File: config.mk
export PLATFORM = sky130hd
export DESIGN_NAME = red_pitaya_spi_mst
export DESIGN_NICKNAME = d
export VERILOG_FILES = /design/src/rtl/red_pitaya_spi_mst.sv
export SDC_FILE = /design/constraint.sdc
export NUM_CORES = 1
export LEC_CHECK = 0
export ABC_CLOCK_PERIOD_IN_PS = 4000
export BUFFER_PORTS_ARGS = -buffer_cell sky130_fd_sc_hd__buf_2
export CORE_ASPECT_RATIO = 1.25
export CORE_MARGIN = 3
export CORE_UTILIZATION = 55
export CTS_CLUSTER_SIZE = 25
export DETAILED_ROUTE_END_ITERATION = 10
export PLACE_DENSITY = 0.71
export SYNTH_ARGS = -nofsm -noshare
export SYNTH_HDL_FRONTEND = slang
export SYNTH_SLANG_ARGS = --single-unit
File: constraint.sdc
create_clock -name clk_i -period 4 [get_ports clk_i]
set_clock_uncertainty 0.2 [all_clocks]
set_input_delay 0.8 -clock clk_i [delete_from_list [all_inputs] [get_ports clk_i]]
set_output_delay 0.8 -clock clk_i [all_outputs]
set_load 0.005 [all_outputs]
File: src/rtl/red_pitaya_spi_mst.sv
// rtl/red_pitaya_spi_mst.sv - system-bus SPI master with runtime prescaler, frame length and mode
module red_pitaya_spi_mst #(
    parameter int NCS = 2,
    parameter int DW  = 32,
    parameter int PW  = 8
) (
    input  logic            clk_i,
    input  logic            rstn_i,
    output logic [NCS-1:0]  spi_cs_o,
    output logic            spi_clk_o,
    output logic            spi_mosi_o,
    output logic            spi_mosi_t,
    input  logic            spi_miso_i,
    input  logic [31:0]     sys_addr,
    input  logic [31:0]     sys_wdata,
    input  logic            sys_wen,
    input  logic            sys_ren,
    output logic [31:0]     sys_rdata,
    output logic            sys_err,
    output logic            sys_ack,
    output logic            irq_o
);

    typedef enum logic [1:0] {IDLE, SETUP, SHIFT, HOLD} state_t;

    localparam logic [5:0] DW6 = 6'(DW);

    state_t          state;
    logic            ctrl_cpol, ctrl_cpha;
    logic [3:0]      ctrl_cs;
    logic [PW-1:0]   cfg_presc;
    logic [5:0]      cfg_len, cfg_wr_len;
    logic [DW-1:0]   tx_reg, rx_reg, sh, rx_sh;
    logic            sts_done, sts_ovr;
    logic            lat_cpol, lat_cpha;
    logic [PW-1:0]   lat_hm1, cnt;
    logic [5:0]      lat_nbits, lat_wr_len, drv_idx;
    logic [6:0]      tog;

    logic            wr_ctrl, wr_cfg, wr_tx, wr_sts, rd_rx, start_req, busy;
    logic [PW-1:0]   hm1_cfg;
    logic [5:0]      nbits_cfg;
    logic [DW-1:0]   tx_aligned;
    logic [NCS-1:0]  cs_mask;
    logic [6:0]      t_next, two_n;
    logic            last_half, toggle_now, drive_ev, sample_ev, xfer_end;
    logic [31:0]     rd_mux;
    logic            unused_bits;

    assign wr_ctrl   = sys_wen && (sys_addr[19:0] == 20'h00000);
    assign wr_cfg    = sys_wen && (sys_addr[19:0] == 20'h00004);
    assign wr_tx     = sys_wen && (sys_addr[19:0] == 20'h00008);
    assign wr_sts    = sys_wen && (sys_addr[19:0] == 20'h00010);
    assign rd_rx     = sys_ren && (sys_addr[19:0] == 20'h0000C);
    assign start_req = wr_ctrl && sys_wdata[0];
    assign busy      = (state != IDLE);
    assign sys_err   = 1'b0;
    assign unused_bits = ^{sys_addr[31:20], sys_wdata};

    // A prescaler of 0 behaves as 1; the counter compares against half-1.
    assign hm1_cfg    = (cfg_presc == '0) ? '0 : cfg_presc - PW'(1);
    assign nbits_cfg  = (cfg_len == 6'd0 || cfg_len > DW6) ? DW6 : cfg_len;
    assign tx_aligned = tx_reg << (DW6 - nbits_cfg);

    assign last_half  = (cnt == lat_hm1);
    assign two_n      = {lat_nbits, 1'b0};
    assign t_next     = tog + 7'd1;
    assign toggle_now = last_half && ((state == SETUP) || (state == SHIFT && tog != two_n));
    // cpha=0 launches on even toggles (none after the final edge), cpha=1 on odd ones.
    assign drive_ev   = lat_cpha ? t_next[0] : (!t_next[0] && t_next != two_n);
    assign sample_ev  = lat_cpha ? !t_next[0] : t_next[0];
    assign xfer_end   = (state == HOLD) && last_half;

    // Chip-select pattern for the index carried by the start write itself.
    always_comb begin
        cs_mask = '0;
        for (int i = 0; i < NCS; i++) begin
            if (sys_wdata[11:8] == 4'(i)) cs_mask[i] = 1'b1;
        end
    end

    // Register read multiplexer; unused bits and unmapped addresses read 0.
    always_comb begin
        rd_mux = '0;
        case (sys_addr[19:0])
            20'h00000: begin
                rd_mux[1]    = ctrl_cpol;
                rd_mux[2]    = ctrl_cpha;
                rd_mux[11:8] = ctrl_cs;
            end
            20'h00004: begin
                rd_mux[PW-1:0]  = cfg_presc;
                rd_mux[21:16]   = cfg_len;
                rd_mux[29:24]   = cfg_wr_len;
            end
            20'h00008: rd_mux[DW-1:0] = tx_reg;
            20'h0000C: rd_mux[DW-1:0] = rx_reg;
            20'h00010: rd_mux[2:0]    = {sts_ovr, sts_done, busy};
            default:   rd_mux = '0;
        endcase
    end

    // Bus-side registers and single-cycle acknowledge; writes while busy only affect the next start.
    always_ff @(posedge clk_i or negedge rstn_i) begin
        if (!rstn_i) begin
            ctrl_cpol  <= 1'b0;
            ctrl_cpha  <= 1'b0;
            ctrl_cs    <= '0;
            cfg_presc  <= '0;
            cfg_len    <= '0;
            cfg_wr_len <= '0;
            tx_reg     <= '0;
            sys_ack    <= 1'b0;
            sys_rdata  <= '0;
        end else begin
            if (wr_ctrl) begin
                ctrl_cpol <= sys_wdata[1];
                ctrl_cpha <= sys_wdata[2];
                ctrl_cs   <= sys_wdata[11:8];
            end
            if (wr_cfg) begin
                cfg_presc  <= sys_wdata[PW-1:0];
                cfg_len    <= sys_wdata[21:16];
                cfg_wr_len <= sys_wdata[29:24];
            end
            if (wr_tx) tx_reg <= sys_wdata[DW-1:0];
            sys_ack   <= sys_wen || sys_ren;
            sys_rdata <= sys_ren ? rd_mux : '0;
        end
    end

    // Sticky status: completion beats a same-cycle clear.
    always_ff @(posedge clk_i or negedge rstn_i) begin
        if (!rstn_i) begin
            sts_done <= 1'b0;
            sts_ovr  <= 1'b0;
        end else begin
            if (xfer_end)                          sts_done <= 1'b1;
            else if ((wr_sts && sys_wdata[1]) || rd_rx) sts_done <= 1'b0;
            if (start_req && busy)                 sts_ovr <= 1'b1;
            else if (wr_sts && sys_wdata[2])       sts_ovr <= 1'b0;
        end
    end

    // Transfer sequencer: IDLE -> SETUP -> SHIFT -> HOLD, all SPI pins registered.
    always_ff @(posedge clk_i or negedge rstn_i) begin
        if (!rstn_i) begin
            state      <= IDLE;
            spi_cs_o   <= '1;
            spi_clk_o  <= 1'b0;
            spi_mosi_o <= 1'b0;
            spi_mosi_t <= 1'b1;
            irq_o      <= 1'b0;
            rx_reg     <= '0;
            rx_sh      <= '0;
            sh         <= '0;
            lat_cpol   <= 1'b0;
            lat_cpha   <= 1'b0;
            lat_hm1    <= '0;
            lat_nbits  <= '0;
            lat_wr_len <= '0;
            drv_idx    <= '0;
            cnt        <= '0;
            tog        <= '0;
        end else begin
            irq_o <= 1'b0;
            case (state)
                IDLE: begin
                    spi_cs_o   <= '1;
                    spi_clk_o  <= ctrl_cpol;
                    spi_mosi_o <= 1'b0;
                    spi_mosi_t <= 1'b1;
                    if (start_req) begin
                        state      <= SETUP;
                        cnt        <= '0;
                        tog        <= '0;
                        lat_cpol   <= sys_wdata[1];
                        lat_cpha   <= sys_wdata[2];
                        lat_hm1    <= hm1_cfg;
                        lat_nbits  <= nbits_cfg;
                        lat_wr_len <= cfg_wr_len;
                        spi_cs_o   <= ~cs_mask;
                        spi_clk_o  <= sys_wdata[1];
                        rx_sh      <= '0;
                        if (!sys_wdata[2]) begin
                            spi_mosi_o <= tx_aligned[DW-1];
                            spi_mosi_t <= (cfg_wr_len == 6'd0);
                            sh         <= tx_aligned << 1;
                            drv_idx    <= 6'd1;
                        end else begin
                            sh      <= tx_aligned;
                            drv_idx <= 6'd0;
                        end
                    end
                end
                SETUP: begin
                    if (last_half) begin
                        cnt   <= '0;
                        state <= SHIFT;
                    end else begin
                        cnt <= cnt + PW'(1);
                    end
                end
                SHIFT: begin
                    if (last_half) begin
                        cnt <= '0;
                        if (tog == two_n) state <= HOLD;
                    end else begin
                        cnt <= cnt + PW'(1);
                    end
                end
                HOLD: begin
                    if (last_half) begin
                        state      <= IDLE;
                        cnt        <= '0;
                        spi_cs_o   <= '1;
                        spi_clk_o  <= lat_cpol;
                        spi_mosi_o <= 1'b0;
                        spi_mosi_t <= 1'b1;
                        rx_reg     <= rx_sh;
                        irq_o      <= 1'b1;
                    end else begin
                        cnt <= cnt + PW'(1);
                    end
                end
                default: state <= IDLE;
            endcase
            if (toggle_now) begin
                spi_clk_o <= ~spi_clk_o;
                tog       <= t_next;
                if (drive_ev) begin
                    spi_mosi_o <= sh[DW-1];
                    spi_mosi_t <= (drv_idx >= lat_wr_len);
                    sh         <= sh << 1;
                    drv_idx    <= drv_idx + 6'd1;
                end
                if (sample_ev) rx_sh <= {rx_sh[DW-2:0], spi_miso_i};
            end
        end
    end

endmodule

**After elaboration in Yosys (flattened, before gate mapping)**

Index checks and enable logic that the tools add are counted.
Widths: inputs -> output; s select.

- Output and inout port bits: 40
- Register bits: 240
- Word-level logic and storage cells: 161

- Bitwise operators: 2
- Shift operators: 1
- Multiplexer cells: 67
- Equality and inequality tests: 18
- Magnitude comparators: 2
- $add $sub $neg: 5
- Reductions and logical operators: 38

Operator list:

| cell | count |
|---|---|
| $mux 32 | 10 |
| $eq 20x4->1 const B | 2 |
| $pmux 6 s3 | 2 |
| $shl 32x6->32 | 1 |
| $mux 6 | 5 |
| $mux 1 | 24 |
| $mux 8 | 3 |
| $mux 7 | 3 |
| $eq 20x3->1 const B | 1 |
| $eq 20x5->1 const B | 1 |
| $logic_not 20->1 | 1 |
| $pmux 8 s2 | 1 |
| $pmux 5 s3 | 1 |
| $mux 2 | 7 |
| $ne 7x7->1 | 2 |
| $logic_and 1x1->1 | 13 |
| $logic_not 6->1 | 2 |
| $pmux 2 s2 | 3 |
| $pmux 4 s3 | 1 |
| $reduce_bool 2->1 | 6 |
| $pmux 2 s5 | 1 |
| $reduce_and 2->1 | 5 |
| $add 8x1->8 const B | 1 |
| $eq 8x8->1 | 1 |
| 27 further kinds | 36 |

**Logic depth before layout (Yosys ltp)**

- Depth in word-level cells: 10
- Depth in mapped cells: 15

**Worst setup path after synthesis**

No wires, ideal clock.

- Path kind: reg-to-reg
- Start: register cfg_len[0]
- End: register sh[21]
- Setup slack: 0.602 ns
- Data required time: 3.674 ns
- Data arrival time: 3.072 ns
- Cell stages (with the launch flop): 15
- Cell sequence: dfrtp_1 -> nor2b_1 -> buf_4 -> inv_4 -> buf_2 -> ha_1 -> buf_2 -> buf_2 -> buf_2 -> mux4_2 -> mux2i_1 -> nor2_1 -> a211oi_1 -> mux2i_1 -> a221o_1

- Cells in the longest elaborated chain, start to end: 10
- Elaborated cells between the ends (all ways): 11
- Those cells by class: 1 x add/sub; 1 x order compare; 1 x shift; 6 x mux; 2 x reduce/logical

RTL lines:

| item | line | RTL |
|---|---|---|
| start, declared | 32 | `logic [5:0] cfg_len, cfg_wr_len;` |
| start signal, assigned | 123 | `cfg_len <= sys_wdata[21:16];` |
| $gt 6x6->1 or $logic_not 6->1 (tied branches) | 62 | `assign nbits_cfg = (cfg_len == 6'd0 \|\| cfg_len > DW6) ? DW6 : cfg_len;` |
| $logic_or 1x1->1 | 62 |  |
| $mux 6 (*) | 62 |  |
| $sub 6x6->6 (*) | 63 | `assign tx_aligned = tx_reg << (DW6 - nbits_cfg);` |
| $shl 32x6->32 (*) | 63 |  |
| $mux 32 (*) | 185 | `if (!sys_wdata[2]) begin` |
| $mux 32 (*) | 173 | `if (start_req) begin` |
| $mux 32 (*) | 167 | `case (state)` |
| $mux 32 | 231 | `if (drive_ev) begin` |
| $mux 32 (*) | 228 | `if (toggle_now) begin` |
| end signal, assigned | 188 | `sh <= tx_aligned << 1;` |
| end signal, assigned | 191 | `sh <= tx_aligned;` |
| end signal, assigned | 234 | `sh <= sh << 1;` |
| end, declared | 33 | `logic [DW-1:0] tx_reg, rx_reg, sh, rx_sh;` |

Mark *: on every way between the ends. The rest lies on a longest branch, timed or not.
A chain may end at the register's enable or synchronous reset.

**Final worst setup path**

- Start: register cfg_len[5]
- End: register sh[31]

The elaborated chain is that of the path after synthesis.

==> impl_results.md <==
* Crit. Startpoint: cfg_len[5]$_DFFE_PN0P_
* CP max stage cell: ha_1
* Max-Cap Viols at 0
* Routed via count at slightly below 10000
* All-layer global routing usage at 25.6%
* R2r worst-path depth at 9
* Final Max Tran Viols at 0
* Setup Viol. Count Final at 0
* DP HPWL at 22500 um
* HP Class: primary input to asynchronous set/reset pin
* Post-route DRC violation count at 0
* Core Area at 23100 um^2
* TritonCTS clock tree: built
* CTS buffer count at 24
* Final Cell Area at between 10000 and 15000 um^2
* Crit path cell chain: nand2b_1, ha_1, buf_4, mux4_2, mux2i_1, mux2i_1, a22oi_1, and2_1, o31ai_1
* Row cnt at 62
* Syn Nets at ~1300
* Main flop type after synthesis: dfrtp_1
* Initial antenna violation count at 0
* Critical Path End Type: flop
* # Post-CTS Setup Buffers at 0
* H-Tree Depth at 1
* Reg2reg start: cfg_len[5]$_DFFE_PN0P_
* Final Cycle Share at 86.3%
* Number of global-route vias before repair at between 9000 and 10000
* Post-synth EDFFs at 0
* Root buffer cell: clkbuf_16
* Area contributors post-synth: dfrtp_1, mux2_2, mux2i_1, mux4_2, o21ai_0
* RSZ-0062 raised after global routing: false
* First-pass DRT Iterations at 5
* Top cell by count, worst path: mux2i_1
* Worst slew pin tran at between 1 and 1.5 ns
* Initial Util at 56.1%
* Largest net degree at the start of global routing at 99
* Remaining Overflow, GRT at 0
* Synth cell count leaders: dfrtp_1, mux2_2, nand2_1
* CP Max Fanout at 13
* Cell taking the most area after synthesis: dfrtp_1
* Maximum clock path buffer count at 3
* Post-DR vias/cell at 6.10
* Slew Limit Headroom at 31.0%
* Total power at 0.00745 W
* RR Endpoint: sh[31]$_DFF_PN0_
* DP Cell Count at roughly 1600
* Critical path required time at 4.20 ns
* Final hold violation count at 0
* Drt wl/cell at 19.9 um
* Power Density at 510 nW/um^2
* DIE HEIGHT at ~180 um
* P_leak at 6.92 nW
* Status: finished clean
* Post-Place Cell Area at 13800 um^2
* Startpoint class of the critical path: flop
* Sink Count at 240
* Worst vdd ir at 412 uV
* Crit path time final at between 3 and 4 ns
* Critical Path Sink: sh[31]$_DFF_PN0_
* Fmax at around 0.29 GHz
* Drt total wl at 31800 um
* Initial DRC Count at 633
* Syn_area_per_cell at ~11 um^2
* CP peak stage delay at 0.53 ns
* R2R setup slack at around 0.55 ns
* Die Area at 25500 um^2
* Netlist cell types at 74
* First-pass GRT wire length at 52500 um
* Clk pin slew, worst setup/hold paths at 0.06 ns
* Gp weighted congestion at 0.901
* Post-CTS sizing at 0
* Layout cells sized above 1 at 25.2%
* Share of synthesized registers carrying an async set or reset at 100%
* Yosys reg bits at 240
* Yosys warns at 0
* Synth-to-layout area growth at 12.6%
* Nets at 1383
* Fin cells at 1603
* Crit path DAT at 3.65 ns
* Die X at 143 um
* Port buffer count at 95
* Hold_buf cts at 0
* Post-DRT Antenna Nets at 0
* Synth Instances at around 1200
* Register area share after synthesis at 46.3%
* Area of the mapped netlist at roughly 13000 um^2
* Worst-skew pair later-pin latency at ~0.51 ns
* Diode count at 0
* Count leader, synth: dfrtp_1
* IO Pins at roughly 110
* Critical path type: flop to flop
* Total negative slack at 0 ns
* FILL cells at 1890
* Synth top area share at 45.7%
[report_power, final]
part	total (W)	leakage [nW]	internal [W]	switching [W]
sequential	0.00330	3.19	0.00294	0.000361
combinational	0.00193	3.35	0.000821	0.00110
clock	0.00222	0.386	0.00130	0.000918
total	0.00745	6.92	0.00506	0.00238
[worst max-delay path, delay by kind of cell, from the launching register on]
kind,cells,cell delay [ns]
muxes,3,0.99
adders and majority gates,1,0.53
AOI/OAI and AO/OA,2,0.50
and+or+nand+nor,2,0.42
DFF,1,0.42
buffers and inverters,1,0.27
[stage by stage]
| stage | worst slack [ns] | hold WS [ns] | utilization, % |
|---|---|---|---|
| final | 0.546 | 0.117 | 63.2 |
| after global routing | 0.366 | 0.161 | 63.2 |
| after CTS | 0.539 | 0.128 | 63.2 |
| after detailed placement | 0.535 | 0.266 | 59.8 |
| after global placement | 0.585 | 0.262 | 59.8 |
| after floorplan | 0.602 | 0.245 | - |
[how the worst min path moves through the flow]
stage / to / slack (ns) / cells after the start
detailed placement: lat_wr_len[0]$_DFFE_PN0P_ / 0.27 / 2
global route: cnt[5]$_DFFE_PN0N_ / 0.16 / 1
CTS: cnt[3]$_DFFE_PN0N_ / 0.13 / 1
floorplan: lat_wr_len[0]$_DFFE_PN0P_ / 0.25 / 2
finish: cnt[5]$_DFFE_PN0N_ / 0.12 / 1
global placement: lat_wr_len[0]$_DFFE_PN0P_ / 0.26 / 2
[cells in the final DEF (no fill, tap or decap), drive strengths merged, types with 6 or more instances in the layout]
cell,Yosys,final
nand2b,12,12
a31oi,11,11
o22ai,6,6
o31ai,12,12
xor2,15,15
mux2i,78,78
o2bb2ai,18,18
clkbuf,48,37
nor4,8,8
buf,33,136
a2bb2oi,7,7
mux2,100,100
nor2,72,72
mux4,32,32
a211oi,7,7
and2,23,23
nand2,91,91
xnor2,9,9
and3,18,18
inv,53,53
o311a,8,8
a21oi,37,37
ha,16,16
o21ai,91,91
dfrtp,237,237
nor2b,9,9
a221o,7,7
nand3,53,53
a21o,7,7
nor3,28,28
[final cells by class]
cell class	instances	area, um^2	share of cell area [%]
multi-input combinational	843	6450	44.2
sequential	240	6010	41.2
timing repair buffer	136	806	5.52
clock buffer	37	721	4.94
tap	288	360	2.47
inverter	53	201	1.38
clock inverter	6	55.1	0.377
[logic make-up after synthesis]
family                   share of synthesized area (%)
XOR/XNOR                                          1.68
other                                           0.0289
multiplexers                                      20.3
AND/OR/NAND/NOR                                   13.0
adder cells (fa/ha/maj)                           1.54
flip-flops                                        46.3
buffers and inverters                             4.26
AO/OA/AOI/OAI                                     12.9
[routing by layer]
layer	routed length [um]	share of wire [%]	global-route usage [%]	vias to the layer above
met5	0	0	0	-
met3	1590	5.0	4.10	46
met4	667	2.1	5.93	0
met1	13700	43	35.4	4923
li1	-	-	-	4575
met2	15900	50	42.9	236
Note: power is estimated with default switching activity, not from simulation.
